**src/rtl/ctrl_pkg.sv**
```systemverilog
// Shared constants for the multicycle MIPS-subset main controller:
// opcodes, datapath select encodings, state encoding and the control bundle.
package ctrl_pkg;

  localparam logic [5:0] OP_RTYPE = 6'b000000;
  localparam logic [5:0] OP_LW    = 6'b100011;
  localparam logic [5:0] OP_SW    = 6'b101011;
  localparam logic [5:0] OP_SB    = 6'b101000;
  localparam logic [5:0] OP_BEQ   = 6'b000100;
  localparam logic [5:0] OP_BLE   = 6'b000110;
  localparam logic [5:0] OP_ADDI  = 6'b001000;
  localparam logic [5:0] OP_J     = 6'b000010;
  localparam logic [5:0] OP_LI    = 6'b010001;

  localparam logic [1:0] ALUOP_ADD   = 2'b00;
  localparam logic [1:0] ALUOP_SUB   = 2'b01;
  localparam logic [1:0] ALUOP_FUNCT = 2'b10;

  localparam logic [1:0] SRCB_REG   = 2'b00;
  localparam logic [1:0] SRCB_FOUR  = 2'b01;
  localparam logic [1:0] SRCB_IMM   = 2'b10;
  localparam logic [1:0] SRCB_IMMSH = 2'b11;

  localparam logic [1:0] PCSRC_ALU    = 2'b00;
  localparam logic [1:0] PCSRC_ALUOUT = 2'b01;
  localparam logic [1:0] PCSRC_JUMP   = 2'b10;

  typedef enum logic [3:0] {
    S_FETCH  = 4'd0,
    S_DECODE = 4'd1,
    S_MEMADR = 4'd2,
    S_MEMRD  = 4'd3,
    S_MEMWB  = 4'd4,
    S_MEMWR  = 4'd5,
    S_MEMWRB = 4'd6,
    S_RTEX   = 4'd7,
    S_RTWB   = 4'd8,
    S_BEQEX  = 4'd9,
    S_BLEEX  = 4'd10,
    S_ADDIEX = 4'd11,
    S_LIEX   = 4'd12,
    S_ITWB   = 4'd13,
    S_JEX    = 4'd14
  } statetype;

  typedef struct packed {
    logic       pcwrite;
    logic       branch;
    logic       blebranch;
    logic       iord;
    logic       memwrite;
    logic       bytewrite;
    logic       irwrite;
    logic       regwrite;
    logic       regdst;
    logic       memtoreg;
    logic       alusrca;
    logic [1:0] alusrcb;
    logic [1:0] pcsrc;
    logic [1:0] aluop;
    logic       illegal;
  } ctrl_t;

  function automatic logic op_known(input logic [5:0] op);
    case (op)
      OP_RTYPE, OP_LW, OP_SW, OP_SB, OP_BEQ,
      OP_BLE, OP_ADDI, OP_J, OP_LI: return 1'b1;
      default:                      return 1'b0;
    endcase
  endfunction

endpackage

```
**src/rtl/mc_ctrl_outdec.sv**
```systemverilog
// State-to-control decode for the multicycle controller. Only DECODE looks at
// the opcode, and only to flag an unrecognised instruction.
import ctrl_pkg::*;

module mc_ctrl_outdec (
  input  statetype   i_state,
  input  logic [5:0] i_op,
  output ctrl_t      o_ctrl
);

  always_comb begin
    o_ctrl = '0;
    case (i_state)
      S_FETCH: begin
        o_ctrl.alusrcb = SRCB_FOUR;
        o_ctrl.pcsrc   = PCSRC_ALU;
        o_ctrl.aluop   = ALUOP_ADD;
        o_ctrl.irwrite = 1'b1;
        o_ctrl.pcwrite = 1'b1;
      end
      // Branch target is computed speculatively here and parked in ALUOut.
      S_DECODE: begin
        o_ctrl.alusrcb = SRCB_IMMSH;
        o_ctrl.aluop   = ALUOP_ADD;
        o_ctrl.illegal = ~op_known(i_op);
      end
      S_MEMADR, S_ADDIEX, S_LIEX: begin
        o_ctrl.alusrca = 1'b1;
        o_ctrl.alusrcb = SRCB_IMM;
        o_ctrl.aluop   = ALUOP_ADD;
      end
      S_MEMRD: o_ctrl.iord = 1'b1;
      S_MEMWB: begin
        o_ctrl.memtoreg = 1'b1;
        o_ctrl.regwrite = 1'b1;
      end
      S_MEMWR: begin
        o_ctrl.iord     = 1'b1;
        o_ctrl.memwrite = 1'b1;
      end
      S_MEMWRB: begin
        o_ctrl.iord      = 1'b1;
        o_ctrl.bytewrite = 1'b1;
      end
      S_RTEX: begin
        o_ctrl.alusrca = 1'b1;
        o_ctrl.alusrcb = SRCB_REG;
        o_ctrl.aluop   = ALUOP_FUNCT;
      end
      S_RTWB: begin
        o_ctrl.regdst   = 1'b1;
        o_ctrl.regwrite = 1'b1;
      end
      S_BEQEX, S_BLEEX: begin
        o_ctrl.alusrca   = 1'b1;
        o_ctrl.alusrcb   = SRCB_REG;
        o_ctrl.aluop     = ALUOP_SUB;
        o_ctrl.pcsrc     = PCSRC_ALUOUT;
        o_ctrl.branch    = (i_state == S_BEQEX);
        o_ctrl.blebranch = (i_state == S_BLEEX);
      end
      S_ITWB: o_ctrl.regwrite = 1'b1;
      S_JEX: begin
        o_ctrl.pcsrc   = PCSRC_JUMP;
        o_ctrl.pcwrite = 1'b1;
      end
      default: o_ctrl = '0;
    endcase
  end

endmodule

```
**src/rtl/mc_ctrl_fsm.sv**
```systemverilog
// Multicycle main controller: state register and next-state sequencing;
// all datapath controls come from mc_ctrl_outdec.
import ctrl_pkg::*;

module mc_ctrl_fsm (
  input  logic       clk,
  input  logic       reset,
  input  logic [5:0] op,
  output logic       pcwrite,
  output logic       branch,
  output logic       blebranch,
  output logic       iord,
  output logic       memwrite,
  output logic       bytewrite,
  output logic       irwrite,
  output logic       regwrite,
  output logic       regdst,
  output logic       memtoreg,
  output logic       alusrca,
  output logic [1:0] alusrcb,
  output logic [1:0] pcsrc,
  output logic [1:0] aluop,
  output logic       illegal
);

  statetype r_state;
  statetype w_next;
  ctrl_t    w_ctrl;

  always_ff @(posedge clk or negedge reset) begin
    if (!reset) r_state <= S_FETCH;
    else        r_state <= w_next;
  end

  always_comb begin
    w_next = S_FETCH;
    case (r_state)
      S_FETCH: w_next = S_DECODE;
      S_DECODE: begin
        case (op)
          OP_LW, OP_SW, OP_SB: w_next = S_MEMADR;
          OP_RTYPE:            w_next = S_RTEX;
          OP_BEQ:              w_next = S_BEQEX;
          OP_BLE:              w_next = S_BLEEX;
          OP_ADDI:             w_next = S_ADDIEX;
          OP_LI:               w_next = S_LIEX;
          OP_J:                w_next = S_JEX;
          default:             w_next = S_FETCH;
        endcase
      end
      S_MEMADR: begin
        case (op)
          OP_LW:   w_next = S_MEMRD;
          OP_SW:   w_next = S_MEMWR;
          OP_SB:   w_next = S_MEMWRB;
          default: w_next = S_FETCH;
        endcase
      end
      S_MEMRD:          w_next = S_MEMWB;
      S_RTEX:           w_next = S_RTWB;
      S_ADDIEX, S_LIEX: w_next = S_ITWB;
      default:          w_next = S_FETCH;
    endcase
  end

  mc_ctrl_outdec u_outdec (
    .i_state (r_state),
    .i_op    (op),
    .o_ctrl  (w_ctrl)
  );

  assign pcwrite   = w_ctrl.pcwrite;
  assign branch    = w_ctrl.branch;
  assign blebranch = w_ctrl.blebranch;
  assign iord      = w_ctrl.iord;
  assign memwrite  = w_ctrl.memwrite;
  assign bytewrite = w_ctrl.bytewrite;
  assign irwrite   = w_ctrl.irwrite;
  assign regwrite  = w_ctrl.regwrite;
  assign regdst    = w_ctrl.regdst;
  assign memtoreg  = w_ctrl.memtoreg;
  assign alusrca   = w_ctrl.alusrca;
  assign alusrcb   = w_ctrl.alusrcb;
  assign pcsrc     = w_ctrl.pcsrc;
  assign aluop     = w_ctrl.aluop;
  assign illegal   = w_ctrl.illegal;

endmodule

```
**config.mk**
```make
export PLATFORM = sky130hd
export DESIGN_NAME = mc_ctrl_fsm
export DESIGN_NICKNAME = d
export VERILOG_FILES = /design/src/rtl/ctrl_pkg.sv /design/src/rtl/mc_ctrl_outdec.sv /design/src/rtl/mc_ctrl_fsm.sv
export SDC_FILE = /design/constraint.sdc
export NUM_CORES = 1
export LEC_CHECK = 0
export CAP_MARGIN = 10
export CORE_MARGIN = 2
export CORE_UTILIZATION = 37
export DETAILED_ROUTE_END_ITERATION = 6
export PLACE_DENSITY = 0.74
export SYNTH_ARGS = -nofsm -noshare
export SYNTH_HDL_FRONTEND = slang
export SYNTH_SLANG_ARGS = --single-unit
```
**constraint.sdc**
```tcl
create_clock -name clk -period 1.8 [get_ports clk]
set_clock_uncertainty 0.15 [all_clocks]
set_input_delay 0.36 -clock clk [delete_from_list [all_inputs] [get_ports clk]]
set_output_delay 0.36 -clock clk [all_outputs]
set_load 0.02 [all_outputs]
```
# Word level (Yosys, flattened, before mapping)
# Index checks and enable logic that the tools add are counted.
# classes
n_mux,19
n_eq_ne,22
n_reduce_logical,11
n_bitwise,1
# op_table
operator,count
$eq 4x4->1 const B,7
$pmux 4 s7,1
$pmux 4 s6,1
$eq 6x6->1 const B,3
$eq 4x3->1 const B,4
$eq 6x3->1 const B,2
$mux 1,12
$reduce_or 3->1,4
$pmux 3 s3,1
$reduce_or 9->1,1
$eq 4x2->1 const B,2
$pmux 2 s2,2
$eq 6x2->1 const B,1
$eq 6x4->1 const B,1
$eq 6x5->1 const B,1
$logic_not 6->1,1
$pmux 2 s3,1
$reduce_or 2->1,3
$reduce_or 6->1,1
$eq 4x1->1 const B,1
$logic_not 4->1,1
$mux 2,1
$not 1->1,1
# word_totals
out_inout_bits,18
elab_cells,54
regBits,4
in_bits,8

# Longest topological paths before layout
# depth
word_depth,6
mapped_depth,5
depth_no_buf,4

# By module
# From an unflattened synthesis, not the netlist that was laid out.
# hier_totals
hier_cells,100
hier_area_um2,676.9
# modules_own_cells
mod,area_per_inst_um2,cells_per_inst,instances,seq_area_each_um2
mc_ctrl_fsm,379.1,49,1,100.1
mc_ctrl_outdec,297.8,51,1,0.0

# Least setup slack after synthesis
# Ideal clock, no wire load.
# synth_path
kind,register -> output
from,register r_state[1]
to,output illegal
path_stages_with_launch,5
required_ns,1.290
n_path_buf,1
setup_slack_ns,-0.581
arrival_ns,1.871
path_cell_list,dfrtp_1 clkbuf_1 nor3_1 nand2_1 nor3b_1
# synth_via
elab_chain_len,2
# synth_rtl
element,line,rtl
start: declaration,mc_ctrl_fsm.sv:26,statetype r_state;
start signal: assignment,mc_ctrl_fsm.sv:32,else r_state <= w_next;
$eq 4x1->1,mc_ctrl_outdec.sv:13,case (i_state)
$mux 1,mc_ctrl_outdec.sv:13,
end: declaration,mc_ctrl_fsm.sv:23,output logic illegal
# No other way between the ends.

# Final worst setup path
# layout_path
from,input op[3]
to,output illegal
# layout_via
elab_chain_len,6
word_cells_on_any_way,14
cone_classes,8 x eq/ne; 3 x mux; 1 x bitwise; 2 x reduce/logical
# layout_rtl
element,line,rtl
start: declaration,mc_ctrl_fsm.sv:8,"input logic [5:0] op,"
"$eq 6x6->1, or another cell as far along",ctrl_pkg.sv:65,case (op)
$reduce_or 9->1 (*),ctrl_pkg.sv:65,
$mux 1 (*),ctrl_pkg.sv:65,
$mux 1 (*),mc_ctrl_outdec.sv:13,
$not 1->1 (*),mc_ctrl_outdec.sv:25,o_ctrl.illegal = ~op_known(i_op);
$mux 1 (*),mc_ctrl_outdec.sv:13,
# Mark *: on every way between the ends. The rest lies on a longest branch, timed or not. The select of a mux whose other input is x is not followed.

==> metrics.md <==
| Metric | Value |
|---|---|
| Status | `finished, violations left` |
| Violated checks | `negative setup slack` |
| IO Count | `26` |
| Max Freq | `512 MHz` |
| Leading registers by flop count | `r_state x4` |
| Max-cap violations | `0` |
| Max reg flops | `4` |
| R2R Setup Slk | `0.08 ns` |
| Max transition margin | `72.5%` |
| Kind of critical path | `primary input to primary output` |
| CP endpoint kind | `primary output` |
| Post-DP HPWL | `1590 um` |
| Via count | `950` |
| CP peak stage delay | `0.19 ns` |
| LEAKAGE | `0.558 nW` |
| HP Class | `primary input to async pin` |
| Vias in the first global route | `865` |
| Final hold vios | `0` |
| Number of routed nets with antenna violations | `0` |
| Worst-path clk slew | `0.04 ns` |
| Syn avg cell area | `6.54 um^2` |
| Crit path cell chain | `buf_6, buf_6, buf_4, xnor2_1, a21oi_1, nor3_1, nor3b_2, buf_4` |
| Clock sinks | `4` |
| Maximum root-to-sink buffer count | `2` |
| Final count of pins violating max slew | `0` |
| Number of CTS-inserted buffers | `3` |
| Data required time at the worst endpoint | `1.29 ns` |
| DR pass1 iterations | `6` |
| Wirelength, routed | `2540 um` |
| Row count | `14` |
| Synth warn | `0` |
| CP Depth | `8` |
| Cell family with most CP delay | `buffers and inverters` |
| Final worst slack | `-0.153 ns` |
| Die area | `2040 um^2` |
| CTS HTree Levels | `1` |
| Peak VDD IR | `0.000768 V` |
| GP Congestion | `0.885` |
| Area of the multi-input gates | `603 um^2` |
| Crit path from | `op[3]` |
| # port buffers | `25` |
| Die height | `45.2 um` |
| Core area | `1540 um^2` |
| Initial Utilization | `40.7%` |
| Filler instances | `88` |
| # setup viols final | `9` |
| RSZ-0062 raised after global routing | `true` |
| First-pass GRT wire length | `3720 um` |
| Vias per Instance | `5.86` |
| Tmin final | `1.95 ns` |
| Cells after Synth | `96` |
| Average wire per standard cell | `15.7 um` |
| Power Dens Cells | `993 nW/um^2` |
| Slowest-stage cell, CP | `a21oi_1` |
| Die width | `45.2 um` |
| CP startpoint kind | `primary input` |
| Post-route clock period utilization | `109%` |
| Layout cell share with drive strength beyond 1 | `58.2%` |
| Arr. time, crit path | `1.44 ns` |
| DRT iter0 DRCs | `27` |
| Worst reg2reg startpoint | `r_state[0]` |
| Yosys reg bits | `4` |
| Initial antenna violation count | `0` |
| Worst flop-to-flop path endpoint | `r_state[1]` |
| Tot GR Track Use | `24.1%` |
| CP Max Fanout | `2` |
| Total congestion overflow | `0` |
| Seq/Total Area, Yosys | `15.9%` |
| Final #Nets | `156` |
| Total power | `1.25 mW` |
| Area grow syn2layout | `101%` |
| Antenna diodes | `0` |
| R2R cell count | `5` |
| Post-cts hold buffer count | `0` |
| Drt drc | `0` |
| Hold WS | `0.170 ns` |
| Largest net degree at the start of global routing | `12` |
| Tightest Pin Transition | `0.402 ns` |
| Synthesized Nets | `104` |
| CTS tree | `built` |
| Synth unique cells | `35` |
| CTS root buf | `clkbuf_4` |
| Most flops, register | `r_state` |
| Clk_lat worst skew | `0.23 ns` |
| Worst Path Buf+Inv | `4` |
| Synth Cell Area | `628 um^2` |
| Worst Setup EP | `illegal` |
| Sequential cell area | `104 um^2` |
repair_timing:
item	4_1_cts	5_1_grt
buffers inserted	7	0
setup endpoints to repair	21	16
pin swaps	12	3
resized for setup	129	17
how the worst min path moves through the flow:
stage                             to  slack [ns]  depth (start not counted)
after floorplan           r_state[0]       -0.09                          0
after global placement    r_state[1]        0.41                          1
after detailed placement  r_state[2]        0.42                          1
after CTS                 r_state[3]        0.16                          1
after global routing      r_state[0]        0.17                          1
final                     r_state[2]        0.17                          1
layer usage:
metal	track usage [%]	routed length, um	vias to the layer above
met5	0	0	-
met4	5.88	29	0
met3	3.20	187	6
met2	40.3	1310	50
met1	32.6	1010	448
li1	-	-	446
logic make-up (layout without fill, tap and decap cells):
logic type             Yosys count  in the layout  synth area share, %
multiplexers                     2              2                 3.39
AND/OR/NAND/NOR                 47             47                 38.2
flip-flops                       4              4                 15.9
XOR/XNOR                         5              5                 6.97
buffers and inverters           14             64                 11.2
AO/OA/AOI/OAI                   24             24                 24.3
cell usage after synthesis, drive strengths merged:
cell | number | area (um^2)
a2111oi | 1 | 8.76
a211oi | 2 | 15.0
a21oi | 10 | 50.1
a22o | 1 | 8.76
a311o | 1 | 10.0
a31oi | 1 | 6.26
and3 | 2 | 12.5
buf | 5 | 36.3
clkbuf | 8 | 30.0
dfrtp | 4 | 100
inv | 1 | 3.75
mux2 | 1 | 11.3
mux2i | 1 | 10.0
nand2 | 5 | 18.8
nand2b | 5 | 31.3
nand3 | 3 | 15.0
nand3b | 2 | 15.0
nor2 | 16 | 60.1
nor3 | 5 | 25.0
nor3b | 2 | 15.0
nor4 | 4 | 25.0
o211ai | 1 | 7.51
o21ai | 3 | 15.0
o22ai | 1 | 6.26
o31ai | 1 | 7.51
o32ai | 1 | 8.76
o41ai | 1 | 8.76
or3 | 1 | 6.26
or3b | 1 | 8.76
or4 | 1 | 7.51
xnor2 | 3 | 26.3
xor2 | 2 | 17.5
through the flow:
step / utilization [%] / cell area (um^2) / setup TNS (ns) / cells / setup WS [ns]
floorplan: - / 658 / -0.251 / 96 / -0.0782
global placement: 70.2 / 1080 / -6.84 / 152 / -0.959
detailed placement: 70.2 / 1080 / -7.21 / 152 / -0.977
CTS: 76.6 / 1180 / -0.562 / 162 / -0.128
global route: 81.7 / 1260 / -1.31 / 162 / -0.197
finish: 81.7 / 1260 / -0.745 / 162 / -0.153
cell type report:
class / instances / share of cell area, %
Multi-Input combinational cell: 78 / 47.9
Timing Repair Buffer: 60 / 40.2
Sequential cell: 4 / 8.24
Clock buffer: 3 / 1.79
Tap cell: 16 / 1.59
Inverter: 1 / 0.298
report_power, final:
group / switching [mW] / internal, mW / leakage [nW]
Sequential: 0.0321 / 0.110 / 0.0483
Combinational: 0.501 / 0.494 / 0.496
Clock: 0.0387 / 0.0747 / 0.0138
Total: 0.572 / 0.679 / 0.558
cell usage in the layout, fill, tap and decap left out, types with 2 or more instances in the layout:
cell / instances
dfrtp_2: 3
clkdlybuf4s15_1: 3
a21oi_1: 7
nor4_4: 2
and3_1: 2
buf_6: 13
a21oi_2: 3
clkbuf_4: 3
nand3b_1: 2
nor3_4: 2
nand2b_1: 2
nor2_2: 4
nand3_1: 3
nand2b_4: 3
buf_4: 36
nor3_1: 2
o21ai_1: 2
nand2_1: 5
nor3b_2: 2
buf_2: 6
nor2_1: 12
nor4_1: 2
xor2_1: 2
Power figures use the tool's default switching activity.
